**src/rtl/elastic_pipe_chain_if.sv**
```systemverilog
// Handshake bundle for elastic_pipe_chain.
//   master : upstream/downstream driver side (offers in_*, consumes out_*, requests flush)
//   slave  : the pipe chain itself
// Signals:
//   in_valid/in_data/in_ready     entry handshake into stage 0
//   out_valid/out_data/out_seq    exit stage contents, out_ready consumes
//   flush_req/flush_lvl           kill the youngest flush_lvl stages this cycle
//   occupancy/kill_cnt            registered status
interface elastic_pipe_chain_if #(
  parameter int DATA_W = 32,
  parameter int SEQ_W  = 8,
  parameter int LVL_W  = 3,
  parameter int CNT_W  = 16
);
  logic              in_valid;
  logic [DATA_W-1:0] in_data;
  logic              in_ready;
  logic              out_valid;
  logic [DATA_W-1:0] out_data;
  logic [SEQ_W-1:0]  out_seq;
  logic              out_ready;
  logic              flush_req;
  logic [LVL_W-1:0]  flush_lvl;
  logic [LVL_W-1:0]  occupancy;
  logic [CNT_W-1:0]  kill_cnt;

  modport master (
    output in_valid, in_data, out_ready, flush_req, flush_lvl,
    input  in_ready, out_valid, out_data, out_seq, occupancy, kill_cnt
  );

  modport slave (
    input  in_valid, in_data, out_ready, flush_req, flush_lvl,
    output in_ready, out_valid, out_data, out_seq, occupancy, kill_cnt
  );
endinterface

```
**src/rtl/elastic_pipe_chain.sv**
```systemverilog
// Stallable, flushable chain of DEPTH pipeline registers with valid/ready
// back-pressure and bubble collapse. Stage 0 is the youngest (entry),
// stage DEPTH-1 the oldest (exit). Each accepted entry carries a wrapping
// sequence tag. Flush kills the youngest min(flush_lvl, DEPTH) stages.
// Ports:
//   CLK  rising-edge clock
//   RST  asynchronous active-high reset
//   bus  elastic_pipe_chain_if.slave (entry/exit handshake, flush, status)
module elastic_pipe_chain #(
  parameter int DATA_W = 32,
  parameter int DEPTH  = 4,
  parameter int SEQ_W  = 8,
  parameter int LVL_W  = 3,
  parameter int CNT_W  = 16
) (
  input  logic                 CLK,
  input  logic                 RST,
  elastic_pipe_chain_if.slave  bus
);

  logic [DEPTH-1:0]  r_v;
  logic [DATA_W-1:0] r_data [DEPTH];
  logic [SEQ_W-1:0]  r_seq  [DEPTH];
  logic [SEQ_W-1:0]  r_seq_next;
  logic [LVL_W-1:0]  r_occ;
  logic [CNT_W-1:0]  r_kill_cnt;

  logic [DEPTH-1:0]  w_mv;
  logic [DEPTH-1:0]  w_kill;
  logic [DEPTH-1:0]  w_gone;
  logic [DEPTH-1:0]  w_ld;
  logic [DEPTH-1:0]  w_v_nxt;
  logic [LVL_W-1:0]  w_lvl;
  logic [LVL_W-1:0]  w_kill_n;
  logic [LVL_W-1:0]  w_occ_nxt;
  logic [CNT_W:0]    w_kill_sum;
  logic              w_in_ready;
  logic              w_acc;

  always_comb begin
    // Move chain resolved from the exit backwards.
    w_mv            = '0;
    w_mv[DEPTH-1]   = r_v[DEPTH-1] & bus.out_ready;
    for (int unsigned j = 1; j < DEPTH; j++) begin
      w_mv[DEPTH-1-j] = r_v[DEPTH-1-j] & (~r_v[DEPTH-j] | w_mv[DEPTH-j]);
    end

    w_in_ready = (~r_v[0] | w_mv[0]) & ~bus.flush_req;
    w_acc      = bus.in_valid & w_in_ready;

    w_lvl = '0;
    if (bus.flush_req) begin
      w_lvl = (bus.flush_lvl > LVL_W'(DEPTH)) ? LVL_W'(DEPTH) : bus.flush_lvl;
    end

    w_kill = '0;
    for (int unsigned i = 0; i < DEPTH; i++) begin
      w_kill[i] = (LVL_W'(i) < w_lvl);
    end

    w_ld       = '0;
    w_ld[0]    = w_acc;
    w_v_nxt    = '0;
    w_v_nxt[0] = ~w_kill[0] & (w_acc | (r_v[0] & ~w_mv[0]));
    for (int unsigned i = 1; i < DEPTH; i++) begin
      // An entry leaving a killed stage is discarded rather than loaded.
      w_ld[i]    = w_mv[i-1] & ~w_kill[i-1] & ~w_kill[i];
      w_v_nxt[i] = ~w_kill[i] & (w_ld[i] | (r_v[i] & ~w_mv[i]));
    end

    // An exit handshake in a full-depth flush is a delivery, not a kill.
    w_gone          = r_v & w_kill;
    w_gone[DEPTH-1] = w_gone[DEPTH-1] & ~w_mv[DEPTH-1];

    w_kill_n  = '0;
    w_occ_nxt = '0;
    for (int unsigned i = 0; i < DEPTH; i++) begin
      w_kill_n  = w_kill_n  + LVL_W'(w_gone[i]);
      w_occ_nxt = w_occ_nxt + LVL_W'(w_v_nxt[i]);
    end

    w_kill_sum = {1'b0, r_kill_cnt} + (CNT_W+1)'(w_kill_n);
  end

  always_ff @(posedge CLK or posedge RST) begin
    if (RST) begin
      r_v        <= '0;
      r_seq_next <= '0;
      r_occ      <= '0;
      r_kill_cnt <= '0;
      for (int unsigned i = 0; i < DEPTH; i++) begin
        r_data[i] <= '0;
        r_seq[i]  <= '0;
      end
    end else begin
      r_v   <= w_v_nxt;
      r_occ <= w_occ_nxt;
      r_kill_cnt <= w_kill_sum[CNT_W] ? '1 : w_kill_sum[CNT_W-1:0];
      if (w_acc) begin
        r_data[0]  <= bus.in_data;
        r_seq[0]   <= r_seq_next;
        r_seq_next <= r_seq_next + 1'b1;
      end
      for (int unsigned i = 1; i < DEPTH; i++) begin
        if (w_ld[i]) begin
          r_data[i] <= r_data[i-1];
          r_seq[i]  <= r_seq[i-1];
        end
      end
    end
  end

  assign bus.in_ready  = w_in_ready;
  assign bus.out_valid = r_v[DEPTH-1];
  assign bus.out_data  = r_data[DEPTH-1];
  assign bus.out_seq   = r_seq[DEPTH-1];
  assign bus.occupancy = r_occ;
  assign bus.kill_cnt  = r_kill_cnt;

endmodule

```
**src/flat_wrapper.sv**
```systemverilog
// flat-port wrapper written by rule: the top's interface ports become plain ports
module elastic_pipe_chain_flat 
#(
  parameter int DATA_W = 32,
  parameter int DEPTH  = 4,
  parameter int SEQ_W  = 8,
  parameter int LVL_W  = 3,
  parameter int CNT_W  = 16
)
  (CLK, RST, bus_in_valid, bus_in_data, bus_out_ready, bus_flush_req, bus_flush_lvl, bus_in_ready, bus_out_valid, bus_out_data, bus_out_seq, bus_occupancy, bus_kill_cnt);
  elastic_pipe_chain_if #(.DATA_W(DATA_W), .SEQ_W(SEQ_W), .LVL_W(LVL_W), .CNT_W(CNT_W)) bus_i ();
  input  logic CLK;
  input  logic RST;
  input wire logic [$bits(bus_i.in_valid)-1:0] bus_in_valid;
  input wire logic [$bits(bus_i.in_data)-1:0] bus_in_data;
  input wire logic [$bits(bus_i.out_ready)-1:0] bus_out_ready;
  input wire logic [$bits(bus_i.flush_req)-1:0] bus_flush_req;
  input wire logic [$bits(bus_i.flush_lvl)-1:0] bus_flush_lvl;
  output wire logic [$bits(bus_i.in_ready)-1:0] bus_in_ready;
  output wire logic [$bits(bus_i.out_valid)-1:0] bus_out_valid;
  output wire logic [$bits(bus_i.out_data)-1:0] bus_out_data;
  output wire logic [$bits(bus_i.out_seq)-1:0] bus_out_seq;
  output wire logic [$bits(bus_i.occupancy)-1:0] bus_occupancy;
  output wire logic [$bits(bus_i.kill_cnt)-1:0] bus_kill_cnt;
  assign bus_i.in_valid = bus_in_valid;
  assign bus_i.in_data = bus_in_data;
  assign bus_i.out_ready = bus_out_ready;
  assign bus_i.flush_req = bus_flush_req;
  assign bus_i.flush_lvl = bus_flush_lvl;
  assign bus_in_ready = bus_i.in_ready;
  assign bus_out_valid = bus_i.out_valid;
  assign bus_out_data = bus_i.out_data;
  assign bus_out_seq = bus_i.out_seq;
  assign bus_occupancy = bus_i.occupancy;
  assign bus_kill_cnt = bus_i.kill_cnt;
  elastic_pipe_chain #(.DATA_W(DATA_W), .DEPTH(DEPTH), .SEQ_W(SEQ_W), .LVL_W(LVL_W), .CNT_W(CNT_W)) u_core (.CLK(CLK), .RST(RST), .bus(bus_i));
endmodule
```
**config.mk**
```make
export PLATFORM = sky130hd
export DESIGN_NAME = elastic_pipe_chain_flat
export DESIGN_NICKNAME = d
export VERILOG_FILES = /design/src/rtl/elastic_pipe_chain_if.sv /design/src/rtl/elastic_pipe_chain.sv /design/src/flat_wrapper.sv
export SDC_FILE = /design/constraint.sdc
export NUM_CORES = 1
export LEC_CHECK = 0
export BUFFER_PORTS_ARGS = -buffer_cell sky130_fd_sc_hd__buf_2
export CAP_MARGIN = 5
export CELL_PAD_IN_SITES_DETAIL_PLACEMENT = 1
export CELL_PAD_IN_SITES_GLOBAL_PLACEMENT = 2
export CORE_MARGIN = 2
export CORE_UTILIZATION = 46
export CTS_BUF_LIST = sky130_fd_sc_hd__clkbuf_4 sky130_fd_sc_hd__clkbuf_8
export DETAILED_ROUTE_END_ITERATION = 10
export GPL_TIMING_DRIVEN = 0
export PLACE_DENSITY = 0.85
export SETUP_SLACK_MARGIN = 0.3
export SKIP_LAST_GASP = 1
export SYNTH_ARGS = -nofsm -noshare
export SYNTH_HDL_FRONTEND = slang
export SYNTH_SLANG_ARGS = --single-unit
```
**constraint.sdc**
```tcl
create_clock -name CLK -period 11.35 [get_ports CLK]
set_clock_uncertainty 0.1 [all_clocks]
set_input_delay 1.135 -clock CLK [delete_from_list [all_inputs] [get_ports CLK]]
set_output_delay 1.135 -clock CLK [all_outputs]
set_load 0.01 [all_outputs]
```
==> flow_summary.yaml <==
route:
  drc: 0
  totalWireLength_mm: 14.7
  via_count: 4452
  detailed_routing_iteration_count_for_the_pre_antenna_repair_pass: 4
  routed_wire_length_per_instance_um: 16.6
  via_density_per_instance: 5.03
  detail_route.iter0.violations: 167
  ant_nets: 0
sta:
  holdWs_ns: 0.378
  period_needed_ns: 4.40
  report.final.hold_viol_count: 0
  max_slew_violation_total_from_the_final_report: 0
  max_slew.worst_pin.slew_ns: 0.678
  rsz0062_at_grt: "false"
  final-setup-viol-count: 0
  slew-limit-headroom_pct: 54.7
  fmax_mhz: 227
  totalNegativeSetupSlack_ns: 0
  fin_crit_sh_pct: 38.8
clocking:
  cts_buffer_depth: 2
  numClockSinks: 191
  total_of_cells_resized_after_clock_tree_synthesis: 0
  cts.repair_timing.setup_buffer_count: 0
  clock_tree.root_cell: "clkbuf_8"
  worst_setup_hold_path_clk_slew_ns: 0.09
  tritoncts_clock_tree: "done"
  tritoncts.num_buffers: 17
  clk_latency_ns: 0.45
  hold_buffers: 0
  cts.htree.levels: 4
global_routing:
  groute.usage.overall_pct: 17.5
  largest_net_degree_at_the_start_of_global_routing: 104
  grt_pass1_vias: 4886
  grt_antenna_before_repair: 0
  overflow: 0
  grt_first_pass_wirelength_mm: 24.6
place:
  gp_congestion: 0.738
  port-buffer-count: 100
  place_inst: 855
  place.detailed.hpwl_mm: 10.4
critical_path:
  critical_path.startpoint_type: "primary input"
  timing_worst_setup_path_type: "primary input to register"
  required_time_of_the_critical_path_ns: 11.63
  r2r_end: "u_core.bus.kill_cnt[13]$_DFF_PP0_"
  worst_r2r_start: "u_core.r_v[0]$_DFF_PP0_"
  worstPathMaxFanout: 10
  cp.arrival_ns: 4.68
  regToRegSetupSlack_ns: 7.76
  worstRegToRegCells: 11
  critPathCaptureType: "register"
floorplan:
  die-width_um: 135
  die_h_um: 135
  overall_die_area_sq_um: 18200
  starting_utilization_of_the_core_area_pct: 47.2
  io_pins: 101
  design.core.area_sq_um: 16600
  core.rowCount: 47
synthesis:
  synth_top_flop_cell: "dfrtp_1"
  syn-instance-count: 534
  synth_async_sr_flop_share_pct: 100
  number_of_synthesized_flops_with_an_enable_pin: 0
  synth_area_sq_um: 7860
  syn_avg_cell_area_sq_um: 14.7
  mappedNetlistNets: 585
  ys.warnings.count: 0
  synth_seq_area_share_pct: 60.8
  yosys_register_bits: 191
  synth.lib_cells_used.distinct: 40
pwr:
  leakage_nw: 4.41
  ir_drop_v: 0.0000793
  power.density_cell_area_nw_per_um2: 213
flow_run:
  cap_violations: 0
min_path:
  worst_hold_startpoint: "u_core.r_seq_next[7]$_DFFE_PP0P_"
  worstHoldPathType: "register to register"
  hold_path_depth: 1
  hold-path-endpoint: "u_core.r_seq_next[7]$_DFFE_PP0P_"
outcome:
  run_status: "finished, final reports clean"
cells_and_area:
  layout.nets: 705
  area_growth_pct: 15.5
  finish.cell_count_without_fillers: 885
  n_antenna_cell: 0
  drive_gt1_share_pct: 53.2
flip-flops by register name (all words and copies together) (netlist names):
signal and cells:
u_core.bus.kill_cnt 16, u_core.r_seq_next 8, u_core.r_data 96, u_core.bus.out_data 32
u_core.r_v 4, u_core.bus.occupancy 3, u_core.bus.out_seq 8, u_core.r_seq 24
metrics by stage:
| step | power, mW | utilization (%) | instance area (sq um) | setup WS (ns) |
|---|---|---|---|---|
| after floorplan | 1.34 | - | 7860 | 4.92 |
| after global placement | 1.47 | 51.9 | 8640 | 3.08 |
| after detailed placement | 1.51 | 52.1 | 8670 | 6.45 |
| after CTS | 1.97 | 54.6 | 9080 | 6.96 |
| after global routing | 2.06 | 54.6 | 9080 | 6.78 |
| final | 1.94 | 54.6 | 9080 | 6.95 |
logic make-up (layout without fill, tap and decap cells):
logic type                 count (synthesis)  count (layout)  share of synthesized area [%]
AOI/OAI and AO/OA                         27              27                           2.36
muxes                                    163             163                           23.3
buffers and inverters                     66             197                           5.65
DFF                                      191             191                           60.8
adders and majority gates                 11              11                           2.04
and+or+nand+nor                           61              61                           4.15
xor gates and xnor gates                  15              15                           1.67
how the worst max path moves through the flow:
stage | start | to | cells after the start
floorplan | RST | u_core.bus.kill_cnt[0]$_DFF_PP0_ | 1
global route | bus_flush_lvl[2] | u_core.bus.kill_cnt[13]$_DFF_PP0_ | 13
detailed placement | bus_flush_lvl[0] | u_core.bus.kill_cnt[13]$_DFF_PP0_ | 13
global placement | RST | u_core.r_data[107]$_DFFE_PP0P_ | 2
finish | bus_flush_lvl[0] | u_core.bus.kill_cnt[13]$_DFF_PP0_ | 13
CTS | bus_flush_lvl[0] | u_core.bus.kill_cnt[13]$_DFF_PP0_ | 13
cell type report:
| cell class | instances | area [sq um] |
|---|---|---|
| fill | 1665 | 7560 |
| timing repair buffer | 101 | 528 |
| buffer | 58 | 414 |
| inverter | 8 | 37.5 |
| multi-input combinational | 277 | 2640 |
| clock inverter | 10 | 139 |
| tap | 220 | 275 |
| sequential | 191 | 4780 |
| clock buffer | 20 | 269 |
routing by layer:
metal	up-vias	GRT usage, %	share of wire (%)
met1	2294	21.9	42
met3	18	4.05	3.9
li1	2064	-	-
met5	-	0	0
met4	0	6.02	1.5
met2	76	30.0	52
synthesized netlist by cell type, types with 6 or more instances:
master   count  area, sq um
buf_4       40          300
inv_1        8         30.0
and3_1       6         37.5
mux2_2     161         1810
nand2_1     20         75.1
buf_2       13         65.1
ha_1         8          100
dfrtp_1    191         4780
xor2_1       7         61.3
nor2_1       6         22.5
xnor2_1      8         70.1
o21ai_0      6         30.0
worst max-delay path, stage by stage:
cell and delay, ns:
buf_2 0.12, or3_1 0.43, and3_1 0.21, ha_1 0.30, fa_1 0.55, ha_1 0.18, inv_1 0.06, fa_1 0.37
nor2b_1 0.35, o2111ai_1 0.27, or2_2 0.39, buf_2 0.20, o21ai_0 0.09
power breakdown:
group / total [mW] / leakage [nW] / internal [mW] / switching, mW
logic: 0.470 / 1.83 / 0.293 / 0.177
registers: 1.01 / 2.37 / 0.891 / 0.120
clock network: 0.454 / 0.208 / 0.230 / 0.225
placed cells by master (no fill, tap or decap), types with 2 or more instances in the layout:
cell	netlist	layout
a21oi_1	5	5
a31oi_1	4	4
and2_1	4	4
and3_1	6	6
and4_1	2	2
buf_2	13	113
buf_4	40	40
buf_6	4	4
bufinv_16	0	3
clkbuf_8	0	19
clkinv_2	0	3
clkinv_4	0	3
dfrtp_1	191	191
fa_1	3	3
ha_1	8	8
inv_1	8	7
mux2_1	2	2
mux2_2	161	161
nand2_1	20	20
nand2b_1	3	3
nand3_1	5	5
nand4_1	5	5
nor2_1	6	6
nor2b_1	2	2
nor4_1	2	2
o2111ai_1	2	2
o211ai_1	2	2
o21a_1	2	2
o21ai_0	6	6
xnor2_1	8	8
xor2_1	7	7
Note: power is estimated with default switching activity, not from simulation.
